===== src/rtl/dmem_arbiter.sv =====
// Two-port arbiter in front of the single-port DMEM.
// Round-robin on contention, with per-port lock for atomic read-modify-write sequences.
// Read data and error pulses are registered back to the port that won the transfer.
module dmem_arbiter #(
  parameter int unsigned ADDR_W   = 32,
  parameter int unsigned DATA_W   = 32,
  parameter int unsigned DEPTH    = 1024,
  parameter int unsigned LOCK_TMO = 15
) (
  input  logic              clk,
  input  logic              rst_n,
  input  logic              a_req,
  input  logic              a_we,
  input  logic              a_lock,
  input  logic [ADDR_W-1:0] a_addr,
  input  logic [DATA_W-1:0] a_wdata,
  output logic              a_gnt,
  output logic [DATA_W-1:0] a_rdata,
  output logic              a_rvalid,
  output logic              a_err,
  input  logic              b_req,
  input  logic              b_we,
  input  logic              b_lock,
  input  logic [ADDR_W-1:0] b_addr,
  input  logic [DATA_W-1:0] b_wdata,
  output logic              b_gnt,
  output logic [DATA_W-1:0] b_rdata,
  output logic              b_rvalid,
  output logic              b_err,
  output logic              mem_wena,
  output logic [ADDR_W-1:0] mem_addr,
  output logic [DATA_W-1:0] mem_idata,
  input  logic [DATA_W-1:0] mem_odata
);

  localparam logic MemSave = 1'b1;
  localparam logic MemLoad = 1'b0;

  // One extra bit so DEPTH == 2**ADDR_W still compares correctly.
  localparam logic [ADDR_W:0] DepthExt = (ADDR_W + 1)'(DEPTH);
  localparam logic [4:0]      TmoLim   = 5'(LOCK_TMO);

  typedef enum logic [1:0] {StIdle, StLockA, StLockB} state_e;

  state_e      state;
  logic        last;      // 1 = B won the most recent transfer
  logic [3:0]  tmo_cnt;

  logic              a_xfer, b_xfer, any_xfer;
  logic              sel_we, sel_lock, in_range, tmo_expire;
  logic [ADDR_W-1:0] sel_addr;
  logic [DATA_W-1:0] sel_wdata;

  // Grant decode; nothing is granted while reset is asserted.
  always_comb begin
    a_gnt = 1'b0;
    b_gnt = 1'b0;
    if (rst_n) begin
      case (state)
        StIdle: begin
          if (a_req && b_req) begin
            a_gnt = last;
            b_gnt = !last;
          end else begin
            a_gnt = a_req;
            b_gnt = b_req;
          end
        end
        StLockA: a_gnt = a_req;
        StLockB: b_gnt = b_req;
        default: begin
          a_gnt = 1'b0;
          b_gnt = 1'b0;
        end
      endcase
    end
  end

  assign a_xfer   = a_req & a_gnt;
  assign b_xfer   = b_req & b_gnt;
  assign any_xfer = a_xfer | b_xfer;

  // Select the winning port's request fields; zero when idle.
  always_comb begin
    sel_we    = 1'b0;
    sel_lock  = 1'b0;
    sel_addr  = '0;
    sel_wdata = '0;
    if (a_xfer) begin
      sel_we    = a_we;
      sel_lock  = a_lock;
      sel_addr  = a_addr;
      sel_wdata = a_wdata;
    end else if (b_xfer) begin
      sel_we    = b_we;
      sel_lock  = b_lock;
      sel_addr  = b_addr;
      sel_wdata = b_wdata;
    end
  end

  assign in_range   = {1'b0, sel_addr} < DepthExt;
  // Release fires on the edge that ends the LOCK_TMO-th idle cycle of a lock.
  assign tmo_expire = ({1'b0, tmo_cnt} + 5'd1) >= TmoLim;

  // DMEM drive: out-of-range writes are demoted to loads.
  always_comb begin
    mem_addr  = sel_addr;
    mem_idata = sel_wdata;
    mem_wena  = (any_xfer && sel_we && in_range) ? MemSave : MemLoad;
  end

  // Lock FSM, round-robin pointer and lock timeout counter.
  always_ff @(posedge clk or negedge rst_n) begin
    if (!rst_n) begin
      state   <= StIdle;
      last    <= 1'b1;
      tmo_cnt <= 4'd0;
    end else if (any_xfer) begin
      last    <= b_xfer;
      tmo_cnt <= 4'd0;
      if (sel_lock) begin
        state <= a_xfer ? StLockA : StLockB;
      end else begin
        state <= StIdle;
      end
    end else if (state != StIdle) begin
      if (tmo_expire) begin
        state   <= StIdle;
        tmo_cnt <= 4'd0;
      end else begin
        tmo_cnt <= tmo_cnt + 4'd1;
      end
    end
  end

  // Read return and error pulses; rdata holds across writes and idle cycles.
  always_ff @(posedge clk or negedge rst_n) begin
    if (!rst_n) begin
      a_rdata  <= '0;
      a_rvalid <= 1'b0;
      a_err    <= 1'b0;
      b_rdata  <= '0;
      b_rvalid <= 1'b0;
      b_err    <= 1'b0;
    end else begin
      a_rvalid <= a_xfer & !sel_we;
      a_err    <= a_xfer & !in_range;
      b_rvalid <= b_xfer & !sel_we;
      b_err    <= b_xfer & !in_range;
      if (a_xfer && !sel_we) begin
        a_rdata <= in_range ? mem_odata : '0;
      end
      if (b_xfer && !sel_we) begin
        b_rdata <= in_range ? mem_odata : '0;
      end
    end
  end

endmodule


===== config.mk =====
export PLATFORM = sky130hd
export DESIGN_NAME = dmem_arbiter
export DESIGN_NICKNAME = d
export VERILOG_FILES = /design/src/rtl/dmem_arbiter.sv
export SDC_FILE = /design/constraint.sdc
export NUM_CORES = 1
export LEC_CHECK = 0
export ABC_AREA = 1
export ABC_CLOCK_PERIOD_IN_PS = 1900
export CAP_MARGIN = 20
export CORE_MARGIN = 3
export CORE_UTILIZATION = 32
export CTS_CLUSTER_SIZE = 25
export DETAILED_ROUTE_END_ITERATION = 8
export GPL_ROUTABILITY_DRIVEN = 1
export HOLD_SLACK_MARGIN = 0.1
export PLACE_DENSITY = 0.81
export SLEW_MARGIN = 20
export SYNTH_ARGS = -nofsm -noshare
export SYNTH_HDL_FRONTEND = slang
export SYNTH_SLANG_ARGS = --single-unit
export TNS_END_PERCENT = 20

===== constraint.sdc =====
create_clock -name clk -period 1.9 [get_ports clk]
set_input_delay 0.285 -clock clk [delete_from_list [all_inputs] [get_ports clk]]
set_output_delay 0.285 -clock clk [all_outputs]
set_load 0.01 [all_outputs]

# Word level (Yosys, flattened, before mapping)
# Index checks and enable logic that the tools add are counted.
# word_totals
reg_bits,75
latchBits,0
mem_bits_rw,0
mem_bits_ro,0
in_bits,168
output_inout_bits,135
elab_cells,59
mem_count,0
# op_classes
add_sub_neg,2
mul,0
n_div,0
order_cmp,2
eq_ne,2
shifts,0
n_mux,24
bitwise,7
reduce_logical,13
# ops
op,n
$mux W32,5
$lt A32 B11 Y1 const B,1
$mux W4,3
$mux W2,5
$mux W1,9
$and A1 B1 Y1,6
$reduce_bool A2 Y1,3
$add A4 B1 Y5 const B,1
$ge A5 B4 Y1 const B,1
$logic_and A1 B1 Y1,5
$add A4 B1 Y4 const B,1
$pmux W1 S2,2
$logic_not A1 Y1,3
$eq A2 B1 Y1 const B,1
$eq A2 B2 Y1 const B,1
$logic_not A2 Y1,1
$reduce_and A2 Y1,1
$or A1 B1 Y1,1

# Longest topological paths before layout
# Gate-level depths: netlist of the first run.
# depth
depth_word,10
depth_mapped,15
ltp_nobuf,13

# Worst setup path before layout of the first run
# Ideal clock, no wire load.
# synth_timing
path_kind,reg2out
startpoint,reg last
endpoint,out mem_wena
arrival_time_ps,1750
t_required_ps,1615
setup_slack_ps,-135
stages_incl_launch_ff,11
n_path_buf,2
path_cell_list,dfstp_2 -> nand3_2 -> buf_6 -> nand3_1 -> o21ai_1 -> nor2_1 -> nand3_1 -> nor2_2 -> buf_6 -> nand2_1 -> a21oi_1
# synth_between
elab_chain_len,10
word_cells_on_any_way,18
classes_between,order compare: 1; mux: 11; bitwise: 3; reduce/logical: 3
# synth_lines
element,line,source
from (decl),46,logic last;
from (signal assigned),120,last <= b_xfer;
$logic_not A1 Y1,63,b_gnt = !last;
$mux W1,61,if (a_req && b_req) begin
$pmux W1 S2,59,case (state)
$mux W1,58,if (rst_n) begin
$and A1 B1 Y1,80,assign b_xfer = b_req & b_gnt;
$mux W32,94,end else if (b_xfer) begin
$mux W32 (*),89,if (a_xfer) begin
net mem_addr[21],31,"output logic [ADDR_W-1:0] mem_addr,"
$lt A32 B11 Y1 (*),102,"assign in_range = {1'b0, sel_addr} < DepthExt;"
$logic_and A1 B1 Y1 (*),110,mem_wena = (any_xfer && sel_we && in_range) ? MemSave : MemLoad;
$mux W1 (*),110,
to (decl),30,"output logic mem_wena,"
# Mark *: on every way through the listed nets, which the timed path passes. The rest lies on a longest branch.

# Worst setup path in the final report of the first run
# layout_timing
startpoint,reg last
endpoint,out mem_wena
# layout_between
elab_chain_len,10
word_cells_on_any_way,18
classes_between,order compare: 1; mux: 11; bitwise: 3; reduce/logical: 3
# layout_lines
element,line
$logic_not A1 Y1,63
$mux W1,61
$pmux W1 S2,59
$mux W1,58
$and A1 B1 Y1,80
$mux W32 or $mux W1 (tied branches),94
$mux W32 or $mux W1 (tied branches),89
$lt A32 B11 Y1 or $logic_and A1 B1 Y1 (tied branches),"102, 110"
$logic_and A1 B1 Y1 (*),110
$mux W1 (*),110
# Mark *: on every way between the ends. The rest lies on a longest branch, timed or not.

==> results.yml, run 1 <==
critical_path:
  crit_path_top_delay_cell: "dfstp_2"
  crit_path_frequent_cell: "nand2_1"
  arrival_ns: 2.09
  crit-reg2reg-launch: "last"
  r2r_setup_slack_ns: -0.21
  path_max_fanout: 7
  crit_type: "reg -> out"
  r2r_cells: 12
  path_cells: "nand3_4 > nand3_2 > nand2_1 > inv_1 > nand2_1 > nor2_1 > nand2_1 > nor2_4 > nand2_4 > a21oi_4 > buf_6"
  worstSetupEndpointType: "output port"
  r2r-end: "b_rdata[12]"
  start_kind: "register"
  cp.required_ns: 1.62
  cpLargestDelayFamily: "simple AND/OR/NAND/NOR gates"
  crit_buf_inv: 2
  cp_slowest_stage_delay_ns: 0.61
floorplan:
  core_area_um2: 12700
  start_util_pct: 32.9
  die_w_um: 120
  dieArea_um2: 14500
  dieHeight_um: 120
  rows: 41
  num_io_pins: 303
clock_network:
  numCtsBuffers: 9
  cts_sinks: 75
  clk_latency_ns: 0.33
  clock-root-buffer: "clkbuf_16"
  htree_levels: 3
  tritoncts: "yes"
  cts_hold_repair.buffers: 0
  clkTransAtPathRegs_ns: 0.06
  cts_max_path_buffers: 2
outcome:
  run_status: "finished with violations"
  violations: "negative setup slack"
yosys:
  syn_inst: 585
  synthTopCellsByArea: "dfrtp_1 (44%), nand2_1 (28%), nand4_1 (9.7%)"
  post-synth-top-area-fraction_pct: 44.2
  synth_nets: 755
  synth.yosys.warnings: 0
  async_flop_share_pct: 100
  post-synth-top-count-cell: "nand2_1"
  ys_ff_latch: 75
  synth-edff-count: 0
  netlist_area_um2: 4190
  ys_seq_area_share_pct: 44.8
  ys.flop_type: "dfrtp_1"
  ys_types: 25
  synth_top_cell_by_area: "dfrtp_1"
  avgSynthCellArea_um2: 7.16
  yosys-top-cells-count: "nand2_1 (313), dfrtp_1 (74), nand4_1 (65)"
sta:
  rsz0062_at_grt: "true"
  fin_ws_ns: -0.473
  fin_hold_ws_ns: 0.207
  setup_viol: 128
  finClkSkew_ns: 0.00502
  tightest_slew_ns: 0.946
  fmax_mhz: 421
  min_period_ns: 2.37
  hold_viol: 0
  slew-limit-headroom_pct: 37.0
  fin_crit_sh_pct: 125
  slew_violations: 0
  tns_ns: -22.07
worst_hold_path:
  hold_path.class: "in -> async"
final_layout:
  nets: 1109
  area_growth_pct: 101
  drive_above_1_share_pct: 24.5
  antenna_cells: 0
route:
  wl_met1_um: 7190
  wl_met2_um: 9730
  drc: 0
  dr.first_iter.drc_count: 544
  via_per_inst: 4.89
  routed.top_layer: "met4"
  wl_um: 19400
  wire_per_inst_um: 17.4
  met3_length_um: 1680
  antenna_left: 0
  drt_first_pass_iters: 6
  num_vias: 5462
global_route:
  grt.total_usage_pct: 24.8
  grt_first_pass_wirelength_um: 28300
  grt_max_degree: 76
  grt_pass1_vias: 5326
  overflow: 0
  antenna_found_initial: 0
flow_run:
  drv_cap: 0
placed_design:
  dp_hpwl_um: 14400
  numPortBuffers: 302
  gp_congestion: 0.859
power_and_ir_drop:
  power_density_nw_per_um2: 912
  peakVddDrop_uv: 468
  power_leakage_nw: 4.26
-- how the worst max path moves through the flow --
stage / start / end / slack [ns] / depth (start not counted)
3_5_place_dp: a_req / mem_wena / -0.92 / 12
2_1_floorplan: last / mem_wena / 0.005 / 12
6_report: last / mem_wena / -0.47 / 11
4_1_cts: last / mem_wena / -0.49 / 10
5_1_grt: last / mem_wena / -0.59 / 10
3_3_place_gp: a_req / mem_wena / -0.85 / 12
-- final cells by class --
type,instances,area [um2]
sequential,75,1880
inverter,24,105
timing repair inverter,1,6.26
clock inverter,7,61.3
fill,1106,4320
tap,172,215
multi-input combinational,447,2190
timing repair buffer,381,3720
clock buffer,9,225
-- where the power goes --
part / leakage, nW / total, mW / internal [mW] / switching (mW)
Clock: 0.135 / 1.63 / 0.907 / 0.723
Combinational: 3.09 / 4.03 / 2.00 / 2.04
Sequential: 1.03 / 2.01 / 1.84 / 0.169
-- cells by family after synthesis --
family / synth area share [%]
fa+ha+maj: 0.597
flops: 44.8
simple gates: 44.3
buf+inv: 8.18
xor+xnor: 0.418
compound gates: 1.64
-- sequential cells by signal, indices dropped and copies added (netlist names) --
register / count
a_err: 1
b_rvalid: 1
b_rdata: 32
last: 1
a_rdata: 32
state: 2
b_err: 1
a_rvalid: 1
tmo_cnt: 4
-- routing by layer --
| layer | vias up | GRT usage [%] |
|---|---|---|
| met5 | - | 0 |
| met4 | 0 | 9.99 |
| met2 | 296 | 43.9 |
| met3 | 50 | 6.45 |
| li1 | 2598 | - |
| met1 | 2518 | 28.5 |
-- repair_timing --
action / in CTS / in global routing
buffers inserted: 7 / 10
pin swaps: 20 / 17
endpoints found under the setup margin: 134 / 137
gates resized for setup: 280 / 55
cloned: 3 / 5
-- stage by stage --
step	setup slack (ns)	cell area, um2	power, mW	util [%]	instances
after floorplan	0.00521	4250	3.60	-	585
after global placement	-0.848	7710	5.30	60.6	1075
after detailed placement	-0.920	7710	5.34	60.6	1075
after CTS	-0.490	8040	7.07	63.2	1101
after global routing	-0.593	8400	8.07	66.1	1116
final	-0.473	8400	7.67	66.1	1116
-- cell usage in the layout, fill, tap and decap left out, types with 3 or more instances in the layout --
cell type | synthesis | routed
inv_2 | 9 | 8
clkdlybuf4s50_1 | 0 | 232
buf_6 | 8 | 28
dlygate4sd2_1 | 0 | 3
nor2_4 | 2 | 4
inv_8 | 0 | 3
o21ai_1 | 2 | 4
nor2_2 | 1 | 3
o21ai_0 | 7 | 3
nor2_1 | 12 | 8
buf_8 | 0 | 3
nand3_1 | 28 | 21
nand4_1 | 65 | 65
dfrtp_1 | 74 | 74
buf_4 | 9 | 65
nand3_4 | 0 | 3
nand3_2 | 3 | 8
nand2_4 | 0 | 5
inv_1 | 15 | 14
buf_2 | 7 | 30
nand2_1 | 313 | 282
buf_12 | 0 | 9
nand2_2 | 4 | 30
clkbuf_16 | 0 | 13
clkdlybuf4s15_2 | 0 | 6
Power figures use the tool's default switching activity.
==> inputs of run 2 (changes only) <==
--- a/config.mk
+++ b/config.mk
@@ -12,7 +12,7 @@
 export CORE_UTILIZATION = 32
 export CTS_CLUSTER_SIZE = 25
 export DETAILED_ROUTE_END_ITERATION = 8
-export GPL_ROUTABILITY_DRIVEN = 1
+export GPL_ROUTABILITY_DRIVEN = 0
 export HOLD_SLACK_MARGIN = 0.1
 export PLACE_DENSITY = 0.81
 export SLEW_MARGIN = 20
==> run 2 against run 1 <==
The flow still finishes with violations (negative setup slack). Wire length is 0.34% lower. Count of clock-buffer cells in the layout unchanged. Critical path depth increased by 1. Non-clock buffer count fell by 12. Utilization down 0.68 points. Total power down 2.6%. Combinational power down 7.4%. Die area unchanged. Sequential share of layout area is 0.23 points higher. Cell count decreased by 0.99%. Clock skew grew 0.0041 ns. Flip-flop and latch count did not move.
==> results.yml, run 2 (synthesized netlist as in run 1, its figures left out) <==
outcome:
  run_status: "finished with violations"
  violations: "negative setup slack"
power_and_ir_drop:
  switchingPower_mw: 2.81
  p_int_mw: 4.66
  peakVddDrop_uv: 497
  pwr-share-seq_pct: 26.6
  pwr-share-comb_pct: 49.9
  power_density_nw_per_um2: 898
  power_leakage_nw: 4.22
  pwr-share-clk_pct: 23.5
  netSwitchingFraction_pct: 37.6
route:
  wl_met1_um: 6950
  antenna_left: 0
  dr.first_iter.drc_count: 422
  num_vias: 5413
  via_per_inst: 4.90
  drt_first_pass_iters: 5
  met3_length_um: 1780
  routed.top_layer: "met4"
  wire_per_inst_um: 17.5
  drc: 0
  wl_um: 19300
  wl_met2_um: 9910
clock_network:
  tritoncts: "yes"
  numCtsBuffers: 9
  clk_latency_ns: 0.34
  htree_levels: 3
  clock-root-buffer: "clkbuf_16"
  cts_hold_repair.buffers: 0
  cts_max_path_buffers: 2
  clkTransAtPathRegs_ns: 0.06
  cts_sinks: 75
sta:
  tightest_slew_ns: 0.945
  hold_viol: 0
  slew-limit-headroom_pct: 37.0
  fin_crit_sh_pct: 126
  min_period_ns: 2.39
  tns_ns: -22.32
  setup_viol: 125
  fin_ws_ns: -0.488
  finClkSkew_ns: 0.00910
  slew_violations: 0
  rsz0062_at_grt: "true"
  fmax_mhz: 419
final_layout:
  drive_above_1_share_pct: 23.1
  seq_area_um2: 1880
  fillers: 1082
  nets: 1097
  stdcell_count: 1105
  area_growth_pct: 98.5
  layout_commonest_cell: "nand2_1"
  layout_common_cells: "nand2_1 (285), clkdlybuf4s50_1 (233), dfrtp_1 (74)"
  multi_input_area_um2: 2180
  largest_registers: "a_rdata (32), b_rdata (32), tmo_cnt (4)"
critical_path:
  cp.required_ns: 1.62
  crit_type: "reg -> out"
  crit-reg2reg-launch: "last"
  worstSetupEndpointType: "output port"
  arrival_ns: 2.10
  start_kind: "register"
  r2r_setup_slack_ns: -0.31
  r2r_cells: 14
  path_max_fanout: 6
  r2r-end: "b_rdata[16]"
global_route:
  grt.total_usage_pct: 25.5
  grt_max_degree: 76
  grt_pass1_vias: 5410
  antenna_found_initial: 1
  overflow: 0
  grt_first_pass_wirelength_um: 29000
floorplan:
  dieHeight_um: 120
  dieArea_um2: 14500
  rows: 41
  die_w_um: 120
  core_area_um2: 12700
  num_io_pins: 303
  start_util_pct: 32.9
worst_hold_path:
  hold_path.class: "in -> async"
placed_design:
  numPortBuffers: 302
  dp_hpwl_um: 14400
  placed_cells: 1069
flow_run:
  drv_cap: 0
[run 2: cell types whose count changed in the layout (fill, tap and decap cells not counted), sizes merged]
| cell | delta |
|---|---|
| clkinv | -2 |
| diode | +1 |
| bufinv | +1 |
| clkbuf | +1 |
| buf | -13 |
| clkdlybuf4s50 | +1 |
| dlygate4sd2 | -1 |
| inv | +2 |
| nand3 | -1 |
[run 2: power groups by stage]
stage               Sequential, mW  Combinational (mW)  Clock [mW]
floorplan                     2.07                1.52           0
global placement              2.01                3.26           0
global route                  2.02                4.02        1.86
CTS                           1.99                3.49        1.79
detailed placement            2.01                3.30           0
finish                        1.99                3.73        1.75
[run 2: critical path, stage by stage (launching register included)]
cell and delay (ns):
dfstp_2 0.57, nand3_4 0.13, buf_12 0.17, nand3_2 0.07, nand2_2 0.06, inv_1 0.07, nand2_2 0.05, nor2_2 0.11
nand2_2 0.08, nor2_4 0.14, nand2_4 0.07, a21oi_4 0.12, buf_6 0.12
[run 2: how the worst max path moves through the flow]
stage / startpoint / cells after the start / to
after floorplan: last / 12 / mem_wena
after global placement: a_req / 12 / mem_wena
after detailed placement: a_req / 12 / mem_wena
after CTS: last / 10 / mem_wena
after global routing: last / 12 / mem_wena
final: last / 12 / mem_wena
[run 2: routing by layer]
| layer | track usage (%) | vias to the layer above |
|---|---|---|
| li1 | - | 2585 |
| met1 | 28.8 | 2499 |
| met2 | 44.5 | 287 |
| met3 | 7.34 | 42 |
| met4 | 11.6 | 0 |
| met5 | 0 | - |
[run 2: what timing repair did]
item	in CTS	in global routing
hold endpoints to repair	0	0
gates resized for setup	264	54
pin swaps	11	22
cloned	4	3
buffers inserted	11	1
endpoints found under the setup margin	133	137
[run 2: final cells by class]
type	count	area share, %
inverter	24	1.26
multi-input combinational	446	26.3
antenna	1	0.0301
tap	172	2.59
clock inverter	7	0.963
clock buffer	9	2.71
sequential	75	22.6
timing repair buffer	369	43.5
timing repair inverter	2	0.150
[run 2: metrics by stage]
step	util (%)	hold WS, ns	worst slack [ns]	power, mW	area, um2
after floorplan	-	-0.0106	0.00521	3.60	4250
after global placement	60.3	0.461	-0.862	5.27	7670
after detailed placement	60.3	0.466	-0.894	5.31	7670
after CTS	64.3	0.267	-0.461	7.27	8180
after global routing	65.4	0.311	-0.596	7.90	8320
final	65.4	0.225	-0.488	7.47	8320
